## src/rtl/tt_sweep_pkg.sv

```systemverilog
// Shared types and constants for the truth-table sweep controller.
package tt_sweep_pkg;
  localparam int NUM_VEC        = 16;
  localparam int SETTLE_DEFAULT = 2;

  typedef enum logic [1:0] {
    IDLE = 2'd0,
    RUN  = 2'd1,
    DONE = 2'd2
  } state_t;
endpackage

```

## src/rtl/tt_sweep_ctrl_if.sv

```systemverilog
// Control link between the sweep FSM (master) and its per-vector settle timer (slave).
// Handshake: load restarts the count for a new sweep; run enables counting; expire is
// high for exactly the cycle in which the current vector has been held long enough.
interface tt_sweep_ctrl_if;
  logic load;
  logic run;
  logic expire;

  modport master (output load, output run, input expire);
  modport slave  (input load, input run, output expire);
endinterface

```

## src/rtl/tt_settle_timer.sv

```systemverilog
// Per-vector settle counter: counts 0..SETTLE while running, flags expire on SETTLE.
module tt_settle_timer
  import tt_sweep_pkg::*;
#(
  parameter int SETTLE = SETTLE_DEFAULT
) (
  input  logic           clk,
  input  logic           rst,
  tt_sweep_ctrl_if.slave tmr
);
  localparam logic [3:0] LIMIT = 4'(SETTLE);

  logic [3:0] count;

  always_ff @(posedge clk or posedge rst) begin
    if (rst) begin
      count <= '0;
    end else if (tmr.load) begin
      count <= '0;
    end else if (tmr.run) begin
      count <= (count == LIMIT) ? 4'd0 : count + 4'd1;
    end
  end

  assign tmr.expire = tmr.run && (count == LIMIT);
endmodule

```

## src/rtl/tt_sweep_ctrl.sv

```systemverilog
// Sweeps all 16 input vectors into a 4-input gate and compares z with a golden table.
// Optional TT_STOP_ON_FAIL_EN: end the sweep on the first mismatching vector.
module tt_sweep_ctrl
  import tt_sweep_pkg::*;
#(
  parameter int SETTLE = SETTLE_DEFAULT
) (
  input  logic        clk,
  input  logic        rst,
  input  logic        start,
  input  logic [15:0] expected,
  output logic        x,
  output logic        y,
  output logic        v,
  output logic        w,
  input  logic        z,
  output logic        busy,
  output logic        done,
  output logic [15:0] result,
  output logic        pass,
  output logic [4:0]  mismatch_cnt,
  output logic [3:0]  fail_idx,
  output state_t      state_dbg
);
  state_t     state;
  logic [3:0] idx;
  logic       mism;
  logic       last;
  logic       stop_now;

  tt_sweep_ctrl_if tmr ();

  tt_settle_timer #(.SETTLE(SETTLE)) u_timer (
    .clk (clk),
    .rst (rst),
    .tmr (tmr)
  );

  assign tmr.load = (state == IDLE) && start;
  assign tmr.run  = (state == RUN);

  assign mism = z ^ expected[idx];
  assign last = (idx == 4'(NUM_VEC - 1));
`ifdef TT_STOP_ON_FAIL_EN
  assign stop_now = mism;
`else
  assign stop_now = 1'b0;
`endif

  // idx is the drive register itself, so x/y/v/w come straight off flops.
  assign {x, y, v, w} = idx;
  assign state_dbg    = state;

  always_ff @(posedge clk or posedge rst) begin
    if (rst) begin
      state        <= IDLE;
      idx          <= '0;
      busy         <= 1'b0;
      done         <= 1'b0;
      result       <= '0;
      pass         <= 1'b0;
      mismatch_cnt <= '0;
      fail_idx     <= '0;
    end else begin
      case (state)
        IDLE: begin
          done <= 1'b0;
          if (start) begin
            state        <= RUN;
            busy         <= 1'b1;
            idx          <= '0;
            result       <= '0;
            pass         <= 1'b0;
            mismatch_cnt <= '0;
            fail_idx     <= '0;
          end
        end
        RUN: begin
          if (tmr.expire) begin
            result[idx] <= z;
            if (mism) begin
              if (mismatch_cnt != 5'(NUM_VEC)) mismatch_cnt <= mismatch_cnt + 5'd1;
              if (mismatch_cnt == 5'd0) fail_idx <= idx;
            end
            if (last || stop_now) begin
              state <= DONE;
              busy  <= 1'b0;
              done  <= 1'b1;
              idx   <= '0;
              pass  <= (mismatch_cnt == 5'd0) && !mism;
            end else begin
              idx <= idx + 4'd1;
            end
          end
        end
        DONE: begin
          done  <= 1'b0;
          state <= IDLE;
        end
        default: begin
          state <= IDLE;
          busy  <= 1'b0;
          done  <= 1'b0;
        end
      endcase
    end
  end
endmodule

```

## config.mk

```make
export PLATFORM = sky130hd
export DESIGN_NAME = tt_sweep_ctrl
export DESIGN_NICKNAME = d
export VERILOG_FILES = /design/src/rtl/tt_sweep_pkg.sv /design/src/rtl/tt_sweep_ctrl_if.sv /design/src/rtl/tt_settle_timer.sv /design/src/rtl/tt_sweep_ctrl.sv
export SDC_FILE = /design/constraint.sdc
export NUM_CORES = 1
export LEC_CHECK = 0
export CORE_ASPECT_RATIO = 0.7
export CORE_MARGIN = 4
export CORE_UTILIZATION = 59
export DETAILED_ROUTE_END_ITERATION = 10
export DONT_BUFFER_PORTS = 1
export HOLD_SLACK_MARGIN = 0.15
export PLACE_DENSITY = 0.75
export SYNTH_ARGS = -nofsm -noshare
export SYNTH_HDL_FRONTEND = slang
export SYNTH_SLANG_ARGS = --single-unit
```

## constraint.sdc

```tcl
create_clock -name clk -period 2.3 [get_ports clk]
set_clock_uncertainty 0.05 [all_clocks]
set_input_delay 0.23 -clock clk [delete_from_list [all_inputs] [get_ports clk]]
set_output_delay 0.23 -clock clk [all_outputs]
set_load 0.02 [all_outputs]
```

==> metrics, run 1 <==
status=complete, no violations; Tmin final=2.25 ns; Placement Setup Slack=0.0783 ns; Clock Tree Buf Depth=2; clk_lat worst skew=0.30 ns; Switching Share=42.7%; RSZ-0062 raised after global routing=true; vias in the first global route=about 1800; fin area=approximately 0.0024 mm^2; final hold viol count=0; input/output buffers=0; worst min-delay path class=in2reg; final period utilization=97.6%; pin slew with the least headroom to its limit=0.455 ns; Area Overhead vs Synth=14.0%; first-iteration detailed-routing DRC count=165; cts bufs inserted=5; worst setup margin=~0.055 ns; H-tree Lvls=2; ys async rst share=100%; crit path DAT=2.42 ns; CORE AREA=0.00328 mm^2; Routed Antenna Nets=0; Peak Freq=445 MHz; placed cell area=~0.0022 mm^2; Clock Tree Root=clkbuf_8; Placer Congestion=0.824; Final Util=around 73%; initial core utilization=between 60% and 70%; Antenna Diode Count=0; synth warn=0; Clk pwr share=19.0%; DR pass1 iterations=4; Mean Syn Cell Area=9.32 um^2; CTS tree=yes; Syn Std Cell Area=around 0.0021 mm^2; number of endpoints failing setup at the final stage=0; largest net degree at the start of global routing=38; Cell variety after synth=39; chip height=roughly 58 um; worst vdd ir=~1000 uV; combinational power share=42.4%; Worst setup EP type=flip-flop; FP Rows=17; slew margin rel.=69.7%; Flop pwr share=between 30% and 40%; Final Slew Violations=0; initial antenna violation count=0; die width=about 79 um; GRT Total Usage=24.4%; Overflow after GRT=0; die area=0.00459 mm^2; CP required=2.47 ns; largest fanout on the critical path=14; internal power=1.71 mW; layout cells sized above 1=13.9%; HPWL after detailed placement=3.81 mm; Synth Flop Type=dfrtp_1; Design Power=2.99 mW; Layout Nets=approximately 260; worst reg-to-reg setup slack=0.05 ns; routed length per placed instance=19.1 um; first-pass GRT wire length=between 8 and 9 mm; # DRC=0; routed wire length=5.41 mm; MaxCap Viol Count=0; detailed-route via count=about 1900; Sink Count=38; Post-synth EDFFs=0; FF+latch count, synth=38; pwr dens=between 1000 and 1500 mW/mm^2; IO Pins=54; Worst setup SP type=flip-flop; switching pwr=1.27 mW; leakage power=1.07 nW; register area share after synthesis=45.3%; ratio of routed vias to standard cells=between 6 and 7; Mapped Cells=225; clock-pin slew on the worst setup and hold paths=roughly 0.080 ns; Setup CP Type=reg2reg; Net Count, Synth=253
area by class of cell:
| class | count | area (um^2) |
|---|---|---|
| Clock buffer | 5 | 68.8 |
| Clock inverter | 3 | 40.0 |
| Fill cell | 258 | 885 |
| Inverter | 6 | 22.5 |
| Multi-Input combinational cell | 170 | 1110 |
| Sequential cell | 38 | 951 |
| Tap cell | 47 | 58.8 |
| Timing Repair Buffer | 15 | 140 |
stage by stage:
step	cells	TNS, ns	hold WS, ns
after detailed placement	274	0	-0.0795
final	284	0	0.144
after floorplan	225	0	0.372
after global placement	274	0	-0.0792
after CTS	283	0	0.162
after global routing	284	-0.0579	0.178
cell usage after synthesis (all sizes together), types with 4 or more instances:
| master | number | area (um^2) |
|---|---|---|
| nor3 | 4 | 20.0 |
| mux2i | 13 | 143 |
| clkbuf | 9 | 33.8 |
| nor2 | 9 | 33.8 |
| dfrtp | 38 | 951 |
| nand3 | 13 | 70.1 |
| a21oi | 21 | 105 |
| ha | 8 | 100 |
| o21ai | 44 | 220 |
| nand2 | 24 | 90.1 |
| inv | 6 | 22.5 |
| nand2b | 5 | 31.3 |
cell families (layout without fill, tap and decap cells):
logic type,Yosys count,count (layout),synth area share [%]
xor+xnor,4,4,2.39
compound gates,74,74,19.0
mux,15,15,8.95
buf+inv,17,29,3.40
simple gates,69,69,16.1
fa+ha+maj,8,8,4.77
flops,38,38,45.3
power by group through the flow:
| stage | sequential [mW] | clock (mW) | combinational (mW) |
|---|---|---|---|
| 3_5_place_dp | 1.16 | 0 | 1.12 |
| 3_3_place_gp | 1.15 | 0 | 1.08 |
| 4_1_cts | 1.15 | 0.568 | 1.13 |
| 2_1_floorplan | 1.15 | 0 | 0.817 |
| 6_report | 1.15 | 0.567 | 1.27 |
| 5_1_grt | 1.18 | 0.599 | 1.39 |
repair_timing:
action / CTS / global route
setup buffers: 0 / 1
setup endpoints to repair: 0 / 17
hold buffers: 1 / 0
gates resized for setup: 0 / 5
endpoints found under the hold margin: 38 / 0
per-layer routing:
metal,vias up,GRT usage [%],wire length [um]
met3,11,7.92,548
met1,919,32.5,2330
met4,0,8.09,86
li1,823,-,-
met5,-,0,0
met2,122,37.9,2450
worst paths after layout:
path,start,cells after the start,end
worst max-delay path,idx[1],8,mismatch_cnt[2]
worst min-delay path,z,2,pass
worst max register to register,idx[1],8,mismatch_cnt[2]
worst min register to register,u_timer.count[1],2,u_timer.count[1]
max in group asynchronous,rst,3,result[5]
min in group asynchronous,rst,2,busy
layout by cell type, fill, tap and decap left out, drive strengths merged:
cell type    Yosys  layout
o21ai           44      44
dfrtp           38      38
nand2           24      24
a21oi           21      21
buf              2      14
nand3           13      13
mux2i           13      13
nor2             9       9
ha               8       8
inv              6       6
nand2b           5       5
clkbuf           9       5
nor3             4       4
nor2b            3       3
xor2             3       3
mux4             2       2
a211o            2       2
o31a             2       2
nor4             2       2
o21a             2       2
clkinv           0       2
and2b            2       2
or2              2       2
nor3b            1       1
o32ai            1       1
o211ai           1       1
xnor2            1       1
a211oi           1       1
or3              1       1
and2             1       1
and3             1       1
nand4            1       1
bufinv           0       1
dlygate4sd3      0       1
worst max-delay path, cell delays in order, from the launching register on:
cell	delay (ns)
dfrtp_1	0.40
buf_12	0.16
mux2i_1	0.13
mux4_2	0.49
mux2i_4	0.18
buf_12	0.15
xnor2_4	0.09
or3_1	0.37
a21oi_1	0.16
flip-flops by register name, indices dropped and copies added, names as in the netlist:
name,count
u_timer.count,4
mismatch_cnt,5
pass,1
busy,1
state_dbg,2
fail_idx,4
idx,4
done,1
result,16
Note: power is estimated with default switching activity, not from simulation.
==> run 2, diff against run 1 <==
- CORE_UTILIZATION: 59 -> 55
- PLACE_DENSITY: 0.75 -> 0.7
==> run 2 against run 1 <==
Design area is 1.9% lower. Largest power group unchanged. Sequential share of layout area rose by 0.76 points. Wire length is 3.8% lower.
==> metrics, run 2 (synthesis results as in run 1) <==
Layout Nets=263 (-0.38%); number of endpoints failing setup at the final stage=0 (unchanged); critical path's slowest cell=mux4_2; DR pass1 iterations=4 (unchanged); input/output buffers=0 (unchanged); IO Pins=54 (unchanged); setup TNS=0 ns (unchanged); Filler Cell Count=299 (+16%); post-CTS setup buffer count=0 (unchanged); ratio of routed vias to standard cells=6.25 (-5.3%); crit-path most repeated cell=mux2i_1; most flop-heavy register=result; area of the multi-input gates=0.00108 mm^2 (-2.5%); CORE AREA=0.00360 mm^2 (+10%); Peak Freq=450 MHz (+1.0%); largest net degree at the start of global routing=22 (-42%); Worst setup EP type=flip-flop; CTS tree=yes; MaxCap Viol Count=0 (unchanged); HPWL after detailed placement=3.95 mm (+3.8%); Fin Hold WS=0.172 ns (+0.0279 ns); layout cells sized above 1=13.6% (-0.36 points); first-pass GRT wire length=8.53 mm (-0.88%); Clock Tree Buf Depth=2 (unchanged); crit path DAT=2.37 ns (-0.05 ns); cts bufs inserted=5 (unchanged); Design Power=2.79 mW (-6.7%); final period utilization=96.6% (-0.97 points); Clock Tree Root=clkbuf_8; routed wire length=5.21 mm (-3.8%); Final Slew Violations=0 (unchanged); final hold viol count=0 (unchanged); first-iteration detailed-routing DRC count=154 (-6.7%); vias in the first global route=1693 (-3.8%); Sink Count=38 (unchanged); initial core utilization=58.2% (-5.8 points); H-tree Lvls=2 (unchanged); routed length per placed instance=18.2 um (-4.4%); clock-pin slew on the worst setup and hold paths=0.08 ns (about the same); slew margin rel.=53.1% (-17 points); Antenna Diode Count=0 (unchanged); initial antenna violation count=0 (unchanged); most common cell after layout, fill and taps aside=o21ai_0; pin slew with the least headroom to its limit=0.703 ns (+0.247 ns); worst vdd ir=692 uV (-29%); FP Rows=18 (+1); RSZ-0062 raised after global routing=true; Register Area=951 um^2 (unchanged); CP max stage delay=0.50 ns (about the same); die area=0.00488 mm^2 (+6.4%); chip height=59.7 um (+3.1%); status=complete, no violations; GRT Total Usage=23.2% (-1.2 points); Placer Congestion=0.921 (+12%); clk_lat worst skew=0.28 ns (-0.02 ns); max reg flops=16 (unchanged); # DRC=0 (unchanged); Setup CP Type=reg2reg; pwr dens=1190 mW/mm^2 (-4.9%); Tmin final=2.22 ns (-0.0223 ns); die width=81.8 um (+3.2%); CP required=2.45 ns (-0.02 ns); commonest non-fill, non-tap cells in the layout=42 x o21ai_0, 38 x dfrtp_1, 24 x nand2_1; Area Overhead vs Synth=11.9%; largest fanout on the critical path=14 (unchanged); Routed Antenna Nets=0 (unchanged); detailed-route via count=1788 (-4.6%); Cell Chain, Critical Path=buf_12 -> mux2i_1 -> mux4_2 -> mux2i_4 -> xor2_2 -> nand3_2 -> mux2i_1; leakage power=1.06 nW (-1.5%); Worst setup SP type=flip-flop; Overflow after GRT=0 (unchanged); worst min-delay path class=in2reg; largest registers=result: 16 flops, mismatch_cnt: 5 flops
[run 2: power by group]
part,internal [mW],switching (mW)
sequential,0.832,0.319
clock,0.241,0.237
combinational,0.494,0.665
[run 2: through the flow]
step                instances  instance area (um^2)  setup slack, ns  util [%]
floorplan                 225                  2100           0.0764         -
global placement          277                  2230            0.166      62.0
detailed placement        277                  2230           0.0730      62.0
CTS                       286                  2340          0.00977      64.9
global route              286                  2350          -0.0297      65.1
finish                    286                  2350           0.0772      65.1
[run 2: layer usage]
layer  global-route usage [%]  share of wire, %
met1                     33.8                45
met2                     34.5                44
met3                     6.93                11
met4                     4.74              0.33
met5                        0                 0
[run 2: critical path: cells and delay by family, from the launching register on]
kind          cells  cell delay, ns
flops             1            0.40
buf+inv           1            0.16
xor+xnor          1            0.27
mux               4            1.06
simple gates      1            0.20
[run 2: worst paths after layout]
path / start / endpoint / slack (ns) / cells after the start
worst max-delay path: idx[1] / fail_idx[1] / 0.08 / 7
worst min-delay path: z / pass / 0.17 / 2
worst max register to register: idx[1] / fail_idx[1] / 0.08 / 7
worst min register to register: u_timer.count[0] / u_timer.count[0] / 0.52 / 1
max in group asynchronous: rst / fail_idx[2] / 1.19 / 3
min in group asynchronous: rst / result[14] / 0.45 / 2
[run 2: layout make-up]
class,instances,share of cell area (%)
Multi-Input combinational cell,170,46.1
Sequential cell,38,40.5
Timing Repair Buffer,14,5.65
Clock buffer,6,3.52
Tap cell,50,2.67
Inverter,6,0.960
Clock inverter,2,0.533
[run 2: timing repair]
action	CTS	global route
resized for setup	0	2
hold buffers	1	0
setup endpoints to repair	0	19
endpoints found under the hold margin	17	0
